--- config.mk ---
export PLATFORM = sky130hd
export DESIGN_NAME = alu_seq
export DESIGN_NICKNAME = d
export VERILOG_FILES = /design/src/rtl/alu_seq_pkg.sv /design/src/rtl/alu_muldiv_iter.sv /design/src/rtl/alu_seq.sv
export SDC_FILE = /design/constraint.sdc
export NUM_CORES = 1
export LEC_CHECK = 0
export ABC_AREA = 1
export BUFFER_PORTS_ARGS = -buffer_cell sky130_fd_sc_hd__clkbuf_2
export CAP_MARGIN = 20
export CORE_UTILIZATION = 60
export CTS_BUF_LIST = sky130_fd_sc_hd__clkbuf_8
export CTS_CLUSTER_DIAMETER = 50
export DETAILED_ROUTE_END_ITERATION = 10
export PLACE_DENSITY = 0.8
export SETUP_SLACK_MARGIN = 0.02
export SLEW_MARGIN = 5
export SYNTH_ARGS = -nofsm -noshare
export SYNTH_HDL_FRONTEND = slang
export SYNTH_SLANG_ARGS = --single-unit
--- constraint.sdc ---
create_clock -name clk -period 2.6 [get_ports clk]
set_input_delay 0.52 -clock clk [delete_from_list [all_inputs] [get_ports clk]]
set_output_delay 0.52 -clock clk [all_outputs]
set_load 0.005 [all_outputs]
--- src/rtl/alu_seq_pkg.sv ---
// Shared definitions for the sequential ALU: opcodes, FSM states, flag bit positions.
// Pure declarations, no logic.
// Imported by alu_seq and alu_muldiv_iter.
package alu_seq_pkg;

  localparam logic [3:0] OP_ADD  = 4'h0;
  localparam logic [3:0] OP_SUB  = 4'h1;
  localparam logic [3:0] OP_MUL  = 4'h2;
  localparam logic [3:0] OP_DIV  = 4'h3;
  localparam logic [3:0] OP_SHL1 = 4'h4;
  localparam logic [3:0] OP_SHR1 = 4'h5;
  localparam logic [3:0] OP_ROL1 = 4'h6;
  localparam logic [3:0] OP_ROR1 = 4'h7;
  localparam logic [3:0] OP_AND  = 4'h8;
  localparam logic [3:0] OP_OR   = 4'h9;
  localparam logic [3:0] OP_XOR  = 4'hA;
  localparam logic [3:0] OP_NOR  = 4'hB;
  localparam logic [3:0] OP_NAND = 4'hC;
  localparam logic [3:0] OP_XNOR = 4'hD;
  localparam logic [3:0] OP_GT   = 4'hE;
  localparam logic [3:0] OP_EQ   = 4'hF;

  typedef enum logic [1:0] {
    ST_IDLE = 2'd0,
    ST_BUSY = 2'd1,
    ST_DONE = 2'd2
  } state_e;

  // Flag vector layout {C, Z, N, V}
  localparam int F_C = 3;
  localparam int F_Z = 2;
  localparam int F_N = 1;
  localparam int F_V = 0;

endpackage

--- src/rtl/alu_muldiv_iter.sv ---
// Iterative unsigned multiply (shift-add, lsb-first) / restoring divide (msb-first).
// WIDTH steps after start; lo/hi show the post-step value, final result when done pulses.
// No backpressure: the parent drives step only while it is waiting for this unit.
module alu_muldiv_iter
  import alu_seq_pkg::*;
#(
  parameter int WIDTH = 8
) (
  input  logic             clk,
  input  logic             rst_n,
  input  logic             start,
  input  logic             is_div,
  input  logic [WIDTH-1:0] a,
  input  logic [WIDTH-1:0] b,
  input  logic             step,
  output logic [WIDTH-1:0] lo,
  output logic [WIDTH-1:0] hi,
  output logic             done
);

  // hi = partial product high half / remainder, lo = multiplier / quotient
  logic [WIDTH-1:0] hi_q, hi_d;
  logic [WIDTH-1:0] lo_q, lo_d;
  logic [WIDTH-1:0] opb_q;
  logic             is_div_q;
  // One-hot marker walking toward bit 0 flags the last iteration
  logic [WIDTH-1:0] mark_q;
  logic [WIDTH:0]   sum;
  logic [WIDTH:0]   shifted;
  logic [WIDTH:0]   diff;

  // One iteration of either algorithm, selected by the captured opcode
  always_comb begin
    sum     = {1'b0, hi_q} + {1'b0, (lo_q[0] ? opb_q : '0)};
    shifted = {hi_q, lo_q[WIDTH-1]};
    diff    = shifted - {1'b0, opb_q};
    hi_d    = sum[WIDTH:1];
    lo_d    = {sum[0], lo_q[WIDTH-1:1]};
    if (is_div_q) begin
      // Remainder stays below the divisor, so diff[WIDTH] is a clean borrow
      if (!diff[WIDTH]) begin
        hi_d = diff[WIDTH-1:0];
        lo_d = {lo_q[WIDTH-2:0], 1'b1};
      end else begin
        hi_d = shifted[WIDTH-1:0];
        lo_d = {lo_q[WIDTH-2:0], 1'b0};
      end
    end
  end

  assign lo   = lo_d;
  assign hi   = hi_d;
  assign done = step && mark_q[0];

  // Operand capture on start, state advance on each step
  always_ff @(posedge clk) begin
    if (!rst_n) begin
      hi_q     <= '0;
      lo_q     <= '0;
      opb_q    <= '0;
      is_div_q <= 1'b0;
      mark_q   <= '0;
    end else if (start) begin
      hi_q     <= '0;
      lo_q     <= a;
      opb_q    <= b;
      is_div_q <= is_div;
      mark_q   <= {1'b1, {(WIDTH-1){1'b0}}};
    end else if (step) begin
      hi_q   <= hi_d;
      lo_q   <= lo_d;
      mark_q <= mark_q >> 1;
    end
  end

endmodule

--- src/rtl/alu_seq.sv ---
// Registered ALU with valid/ready handshakes and {C,Z,N,V} flags; one op in flight.
// Latency: 1 cycle for single-cycle ops and DIV-by-zero, WIDTH+1 cycles for MUL/DIV.
// Result held while out_ready=0; in_ready follows out_ready in DONE for back-to-back ops.
module alu_seq
  import alu_seq_pkg::*;
#(
  parameter int WIDTH = 8
) (
  input  logic             clk,
  input  logic             rst_n,
  input  logic             in_valid,
  output logic             in_ready,
  input  logic [WIDTH-1:0] a,
  input  logic [WIDTH-1:0] b,
  input  logic [3:0]       alu_sel,
  output logic             out_valid,
  input  logic             out_ready,
  output logic [WIDTH-1:0] alu_out,
  output logic [3:0]       flags
);

  localparam int CNT_W = $clog2(WIDTH + 1);
  localparam logic [CNT_W-1:0] CNT_INIT = CNT_W'(WIDTH);

  state_e           state_q, state_d;
  logic [CNT_W-1:0] cnt_q;
  logic [3:0]       op_q;
  logic [WIDTH-1:0] alu_out_q;
  logic [3:0]       flags_q;

  logic             accept;
  logic             is_iter;
  logic [WIDTH:0]   add_w;
  logic [WIDTH-1:0] res_sc;
  logic             c_sc, v_sc;
  logic [3:0]       flags_sc, flags_it;
  logic [WIDTH-1:0] it_lo, it_hi;
  logic             it_done;

  assign accept  = in_valid && in_ready;
  // DIV by zero bypasses the iterator and completes like a single-cycle op
  assign is_iter = (alu_sel == OP_MUL) || ((alu_sel == OP_DIV) && (b != '0));

  alu_muldiv_iter #(.WIDTH(WIDTH)) u_iter (
    .clk    (clk),
    .rst_n  (rst_n),
    .start  (accept && is_iter),
    .is_div (alu_sel == OP_DIV),
    .a      (a),
    .b      (b),
    .step   (state_q == ST_BUSY),
    .lo     (it_lo),
    .hi     (it_hi),
    .done   (it_done)
  );

  // Single-cycle result and flags, computed straight from the live operands
  always_comb begin
    add_w  = {1'b0, a} + {1'b0, b};
    res_sc = '0;
    c_sc   = 1'b0;
    v_sc   = 1'b0;
    case (alu_sel)
      OP_ADD: begin
        res_sc = add_w[WIDTH-1:0];
        c_sc   = add_w[WIDTH];
        v_sc   = (a[WIDTH-1] == b[WIDTH-1]) && (res_sc[WIDTH-1] != a[WIDTH-1]);
      end
      OP_SUB: begin
        res_sc = a - b;
        c_sc   = a < b;
        v_sc   = (a[WIDTH-1] != b[WIDTH-1]) && (res_sc[WIDTH-1] != a[WIDTH-1]);
      end
      OP_DIV: begin
        res_sc = '1;
        v_sc   = 1'b1;
      end
      OP_SHL1: begin
        res_sc = {a[WIDTH-2:0], 1'b0};
        c_sc   = a[WIDTH-1];
      end
      OP_SHR1: begin
        res_sc = {1'b0, a[WIDTH-1:1]};
        c_sc   = a[0];
      end
      OP_ROL1: res_sc = {a[WIDTH-2:0], a[WIDTH-1]};
      OP_ROR1: res_sc = {a[0], a[WIDTH-1:1]};
      OP_AND:  res_sc = a & b;
      OP_OR:   res_sc = a | b;
      OP_XOR:  res_sc = a ^ b;
      OP_NOR:  res_sc = ~(a | b);
      OP_NAND: res_sc = ~(a & b);
      OP_XNOR: res_sc = ~(a ^ b);
      OP_GT:   res_sc = {{(WIDTH-1){1'b0}}, (a > b)};
      OP_EQ:   res_sc = {{(WIDTH-1){1'b0}}, (a == b)};
      default: res_sc = '0;
    endcase
    flags_sc       = '0;
    flags_sc[F_C]  = c_sc;
    flags_sc[F_Z]  = (res_sc == '0);
    flags_sc[F_N]  = res_sc[WIDTH-1];
    flags_sc[F_V]  = v_sc;
  end

  // Flags for the iterative result; only MUL reports a carry (high half non-zero)
  always_comb begin
    flags_it      = '0;
    flags_it[F_C] = (op_q == OP_MUL) && (it_hi != '0);
    flags_it[F_Z] = (it_lo == '0);
    flags_it[F_N] = it_lo[WIDTH-1];
  end

  // FSM state register
  always_ff @(posedge clk) begin
    if (!rst_n) state_q <= ST_IDLE;
    else        state_q <= state_d;
  end

  // FSM next state: accepts from IDLE and DONE are treated identically
  always_comb begin
    state_d = state_q;
    case (state_q)
      ST_IDLE: if (accept) state_d = is_iter ? ST_BUSY : ST_DONE;
      ST_BUSY: if (cnt_q == CNT_W'(1)) state_d = ST_DONE;
      ST_DONE: begin
        if (accept)         state_d = is_iter ? ST_BUSY : ST_DONE;
        else if (out_ready) state_d = ST_IDLE;
      end
      default: state_d = ST_IDLE;
    endcase
  end

  // FSM outputs
  always_comb begin
    in_ready  = (state_q == ST_IDLE) || ((state_q == ST_DONE) && out_ready);
    out_valid = (state_q == ST_DONE);
  end

  // Opcode capture, iteration counter and result/flag registers
  always_ff @(posedge clk) begin
    if (!rst_n) begin
      cnt_q     <= '0;
      op_q      <= OP_ADD;
      alu_out_q <= '0;
      flags_q   <= '0;
    end else if (accept) begin
      op_q <= alu_sel;
      if (is_iter) begin
        cnt_q <= CNT_INIT;
      end else begin
        alu_out_q <= res_sc;
        flags_q   <= flags_sc;
      end
    end else if (state_q == ST_BUSY) begin
      cnt_q <= cnt_q - CNT_W'(1);
      if (it_done) begin
        alu_out_q <= it_lo;
        flags_q   <= flags_it;
      end
    end
  end

  assign alu_out = alu_out_q;
  assign flags   = flags_q;

endmodule

* Word-level counts from Yosys, hierarchy flattened *
Cells that the tools add are included.

word-level totals
  output and inout bits = 14
  bits in registers = 55
  input bits = 24

cells by class
  order comparisons = 2
  multiplexer cells = 29
  reductions and logical operators = 23
  equality and inequality tests = 29
  bitwise logic cells = 7
  $add $sub $neg = 5

operators by type and width
  cell                                                              count
  8-bit case mux with 15 select lines                               1
  8-bit two-way mux                                                 12
  4-bit == test (second input constant)                             8
  4-bit two-way mux                                                 7
  8-bit NOT                                                         3
  8-bit by 8-bit adder with 9-bit output                            2
  4-bit by 3-bit == test with 1-bit output (second input constant)  4
  8-bit logical NOT                                                 2
  8-bit nonzero test                                                2
  4-bit by 2-bit == test with 1-bit output (second input constant)  3
  2-bit two-way mux                                                 5
  9-bit by 8-bit subtractor with 9-bit output                       1
  8-bit AND                                                         1
  4-bit by 1-bit == test with 1-bit output (second input constant)  2
  8-bit == test                                                     1
  8-bit greater-than comparator                                     1
  1-bit logical AND                                                 8
  8-bit less-than comparator                                        1
  8-bit OR                                                          1
  8-bit subtractor                                                  1
  8-bit XOR                                                         1
  2-bit inequality test (second input constant)                     3
  2-bit case mux with 3 select lines                                1
  3-bit AND reduction                                               2
  other kinds (17)                                                  22

* Longest topological paths before layout *
  depth after elaboration = 8
  gate-level depth with buffers = 19
  mapped depth without buffers = 19

* Modules after synthesis *
From an unflattened synthesis, not the netlist that was laid out.

second synthesis, totals
  cell total of the unflattened synthesis = 870
  area, all modules = 5211.2 µm²

modules (own cells, without submodules)
  module           instances  cells an instance  sequential area each (µm²)  area each (µm²)
  alu_seq          1          494                420.4                       2770.2
  alu_muldiv_iter  1          376                660.6                       2441.1

* Worst setup path after synthesis *
Ideal clock, no wire load.

  path kind = input-to-reg
  from = input a[0]
  to = register alu_out_q[6] (netlist: alu_out[6])
  stages on the path = 14
  arrival time = 2062 ps
  required time = 2478 ps
  path buffers = 0
  setup time = 122 ps
  setup slack = 417 ps
  cells stage by stage = inv_1 -> ha_1 -> inv_1 -> fa_1 -> inv_1 -> nor2_1 -> o21ai_0 -> nand2_1 -> nand3_1 -> nand2_1 -> o21ai_0 -> nand2_1 -> o21ai_0 -> a21oi_1

between the ends
  longest elaborated chain between the ends = 4

ends and longest elaborated chain
  element                                                                            line                          RTL
  start, declared                                                                    alu_seq.sv:13                 input logic [WIDTH-1:0] a,
  8-bit subtractor / 8-bit by 8-bit adder with 9-bit output (equally long branches)  alu_seq.sv:70, alu_seq.sv:59
  8-bit case mux with 15 select lines (*)                                            alu_seq.sv:63                 case (alu_sel)
  8-bit two-way mux (*)                                                              alu_seq.sv:148                if (is_iter) begin
  8-bit two-way mux (*)                                                              alu_seq.sv:146                end else if (accept) begin
  end signal, assigned                                                               alu_seq.sv:151                alu_out_q <= res_sc;
  end signal, assigned                                                               alu_seq.sv:157                alu_out_q <= it_lo;
  end, declared                                                                      alu_seq.sv:28                 logic [WIDTH-1:0] alu_out_q;

Mark *: on every way between the ends. The rest lies on a longest branch, timed or not. The select of a mux whose other input is x is not followed.
A chain may end at the register's enable or synchronous reset.

* Final worst setup path *
  from = register u_iter.lo_q[7]
  to = register flags_q[3] (netlist: flags[3])

between the ends
  longest elaborated chain between the ends = 8

ends and longest elaborated chain
  element                                      line                   RTL
  start, declared                              alu_muldiv_iter.sv:23  logic [WIDTH-1:0] lo_q, lo_d;
  start signal, assigned                       alu_muldiv_iter.sv:71  lo_q <= lo_d;
  9-bit by 8-bit subtractor with 9-bit output  alu_muldiv_iter.sv:36  diff = shifted - {1'b0, opb_q};
  8-bit two-way mux (*)                        alu_muldiv_iter.sv:41  if (!diff[WIDTH]) begin
  8-bit two-way mux (*)                        alu_muldiv_iter.sv:39  if (is_div_q) begin
  8-bit nonzero test (*)                       alu_seq.sv:108         flags_it[F_C] = (op_q == OP_MUL) && (it_hi != '0);
  1-bit logical AND (*)                        alu_seq.sv:108
  4-bit two-way mux (*)                        alu_seq.sv:156         if (it_done) begin
  4-bit two-way mux (*)                        alu_seq.sv:154         end else if (state_q == ST_BUSY) begin
  4-bit two-way mux (*)                        alu_seq.sv:146
  end signal, assigned                         alu_seq.sv:152         flags_q <= flags_sc;
  end signal, assigned                         alu_seq.sv:158         flags_q <= flags_it;
  end, declared                                alu_seq.sv:29          logic [3:0] flags_q;

Marked as above.

==> flow_metrics.env <==
export IMPL_powerDensity_nw_per_um2=418.7
export IMPL_cp_required_ns=2.80
export IMPL_final_cell_mix="nand2_1 (192), inv_1 (116), a21oi_1 (68), nor2_1 (60), nand3_1 (58)"
export IMPL_overflow=0
export IMPL_cts_tree="yes"
export IMPL_critPathMaxFanout=6
export IMPL_status="complete, no violations"
export IMPL_timing_final_ws_setup_ns=0.09583
export IMPL_ant_nets=0
export IMPL_critPathArrivalTime_ns=2.71
export IMPL_hold_ws_ns=0.4664
export IMPL_yosysSeqAreaShare_pct=22.51
export IMPL_setup_violations=0
export IMPL_crit_path_frequent_cell="nand2_1"
export IMPL_worst_pin_slew_ns=0.5267
export IMPL_die_x_um=91.48
export IMPL_skew_ns=0.02524
export IMPL_hold_viol=0
export IMPL_dpl_hpwl_mm=12.23
export IMPL_clk_latency_ns=0.33
export IMPL_drtIter0Drc=477
export IMPL_dp_cells=939
export IMPL_port_buffers=37
export IMPL_antenna_found_initial=0
export IMPL_diodes=0
export IMPL_core_area_sq_um=7727
export IMPL_vias=5562
export IMPL_rsz0062_at_grt="true"
export IMPL_die_area_sq_um=8368
export IMPL_synth_warnings=0
export IMPL_seqCellArea_sq_um=1084
export IMPL_drc_errors=0
export IMPL_crit_path_top_delay_cell="fa_2"
export IMPL_grt_max_degree=27
export IMPL_fillerInstances=696
export IMPL_track_usage_pct=37.74
export IMPL_multi_input_area_sq_um=3189
export IMPL_nets=916
export IMPL_grt_pass1_vias=5349
export IMPL_cp_num_buf_inv=2
export IMPL_ir_drop_mv=0.2691
export IMPL_totalWireLength_mm=15.58
export IMPL_cts_hold_buffers=0
export IMPL_max_freq_ghz=0.3993
export IMPL_synth_top_flop_cell="dfxtp_1"
export IMPL_slew_violations=0
export IMPL_cts_buffers=5
export IMPL_syn_mean_instance_area_sq_um=6.073
export IMPL_instances_no_fill=949
export IMPL_clk_pin_slew_ns=0.10
export IMPL_clock_path_buffers=2
export IMPL_avgRoutedWirePerCell_um=16.42
export IMPL_startpoint_type="flip-flop"
export IMPL_yosysTopAreaCellShare_pct=22.51
export IMPL_area_growth_syn_to_layout_pct=12.50
export IMPL_path_cells="inv_2 -> ha_1 -> inv_1 -> fa_2 -> nand3_2 -> nand2_2 -> nand2_2 -> nand2_1 -> nand2_2 -> nand2_4 -> nand2_2 -> nand2_1 -> a21oi_2 -> nand2_1 -> nor2_1 -> nand2_1 -> nand2_1 -> a21oi_2"
export IMPL_power_leakage_nw=2.776
export IMPL_syn_inst=791
export IMPL_max_stage_delay_ns=0.39
export IMPL_start_util_pct=62.16
export IMPL_h_tree_depth=2
export IMPL_die_y_um=91.48
export IMPL_endpoint_kind="flip-flop"
export IMPL_yosysUniqueCellTypes=42
export IMPL_crit_type="reg2reg"
export IMPL_numClockSinks=54
export IMPL_ys_async_sr_fraction_pct=0
export IMPL_final_util_pct=69.93
export IMPL_clockRootBuffer="clkbuf_8"
export IMPL_synth_edf_count=0
export IMPL_place_gp_congestion=1.089
export IMPL_synth_seq_cells=54
export IMPL_path_delay_family="simple AND/OR/NAND/NOR gates"
export IMPL_synth_top_area_cell="dfxtp_1"
export IMPL_syn_nets=861
export IMPL_hp_class="reg2reg"
export IMPL_grt_pass1_wl_mm=25.04
export IMPL_period_needed_ns=2.504
export IMPL_num_rows=32
export IMPL_ios=38
export IMPL_finalCritPeriodShare_pct=96.31
export IMPL_drive_gt1_share_pct=14.52
export IMPL_drtPass1Iterations=6
export IMPL_relSlewSlack_pct=64.67
export IMPL_pre_cts_ws_ns=-0.1067
export IMPL_maxCapViolCount=0
export IMPL_syn_area_sq_um=4803
export IMPL_synth_top_cells_by_area="dfxtp_1 (23%), nand2_1 (15%), ha_1 (11%)"
export IMPL_viasPerCell=5.861
export IMPL_layout_commonest_cell="nand2_1"
worst reg2reg max path: cells and delay by family (launching register included):
kind                       cells  cell delay (ns)
AOI/OAI and AO/OA              2             0.19
DFF                            1             0.33
adders and majority gates      2             0.54
buffers and inverters          2             0.15
and+or+nand+nor               12             1.19
where the power goes:
part           switching (mW)  total [mW]  internal (mW)
registers              0.0322       0.903          0.871
clock network           0.323       0.524          0.201
logic                   0.541       0.836          0.294
kinds of logic after synthesis:
family,share of synthesized area [%]
AND/OR/NAND/NOR,31.67
adder cells (fa/ha/maj),12.61
flip-flops,22.51
buffers and inverters,12.09
XOR/XNOR,0.9119
AO/OA/AOI/OAI,20.21
synth_stat cells, types with 2 or more instances:
| library cell | number |
|---|---|
| nand2_2 | 9 |
| a21o_1 | 2 |
| a21oi_1 | 71 |
| o21ai_1 | 7 |
| xor2_1 | 3 |
| o21ai_2 | 2 |
| nand3_1 | 60 |
| o21ai_0 | 56 |
| o211ai_1 | 2 |
| nand2_1 | 198 |
| clkbuf_1 | 9 |
| buf_4 | 2 |
| dfxtp_1 | 54 |
| ha_1 | 42 |
| o22ai_1 | 12 |
| nor2_2 | 4 |
| a31oi_1 | 11 |
| inv_2 | 12 |
| xnor2_1 | 2 |
| fa_1 | 4 |
| nor2_1 | 60 |
| or2_2 | 3 |
| nor3_1 | 9 |
| inv_1 | 117 |
| nand4_1 | 11 |
| o21bai_1 | 4 |
| nor4_1 | 4 |
| buf_2 | 7 |
final timing paths:
check	startpoint	end	cells after the start	slack (ns)
worst max-delay path	u_iter.lo_q[7]	flags[3]	18	0.1
worst min-delay path	op_q[1]	op_q[1]	2	0.47
worst max register to register	u_iter.lo_q[7]	flags[3]	18	0.1
worst min register to register	op_q[1]	op_q[1]	2	0.47
sequential cells by signal (all words and copies together) (netlist names):
signal	flops
u_iter.mark_q	8
flags	4
u_iter.lo_q	8
cnt_q	4
state_q	2
u_iter.is_div_q	1
u_iter.hi_q	8
op_q	4
alu_out	7
u_iter.opb_q	8
cell type report:
| type | count | share of cell area, % |
|---|---|---|
| Multi-Input combinational cell | 587 | 59.02 |
| Sequential cell | 54 | 20.05 |
| Inverter | 130 | 9.030 |
| Timing Repair Buffer | 68 | 7.733 |
| Tap cell | 102 | 2.362 |
| Clock buffer | 5 | 1.273 |
| Clock inverter | 3 | 0.5325 |
repair_timing:
| action | 4_1_cts | 5_1_grt |
|---|---|---|
| setup endpoints to repair | 3 | 4 |
| pin swaps | 1 | 4 |
| buffers inserted | 0 | 2 |
| endpoints found under the hold margin | 0 | 0 |
| resized for setup | 5 | 14 |
through the flow:
step,cell area (sq um),TNS (ns),power (mW)
floorplan,4803,0,1.416
CTS,5351,0,2.196
finish,5404,0,2.263
detailed placement,5241,-0.1546,1.681
global placement,5241,-0.04995,1.664
global route,5404,-0.05073,2.386
routing by layer:
| layer | vias up | routed length [um] | track usage (%) |
|---|---|---|---|
| met5 | - | 0 | 0 |
| met4 | 0 | 964 | 22.49 |
| met3 | 75 | 1017 | 6.030 |
| met2 | 251 | 7437 | 65.35 |
| met1 | 2545 | 6164 | 43.52 |
| li1 | 2691 | - | - |
No activity file was read; power rests on OpenSTA's default activity.
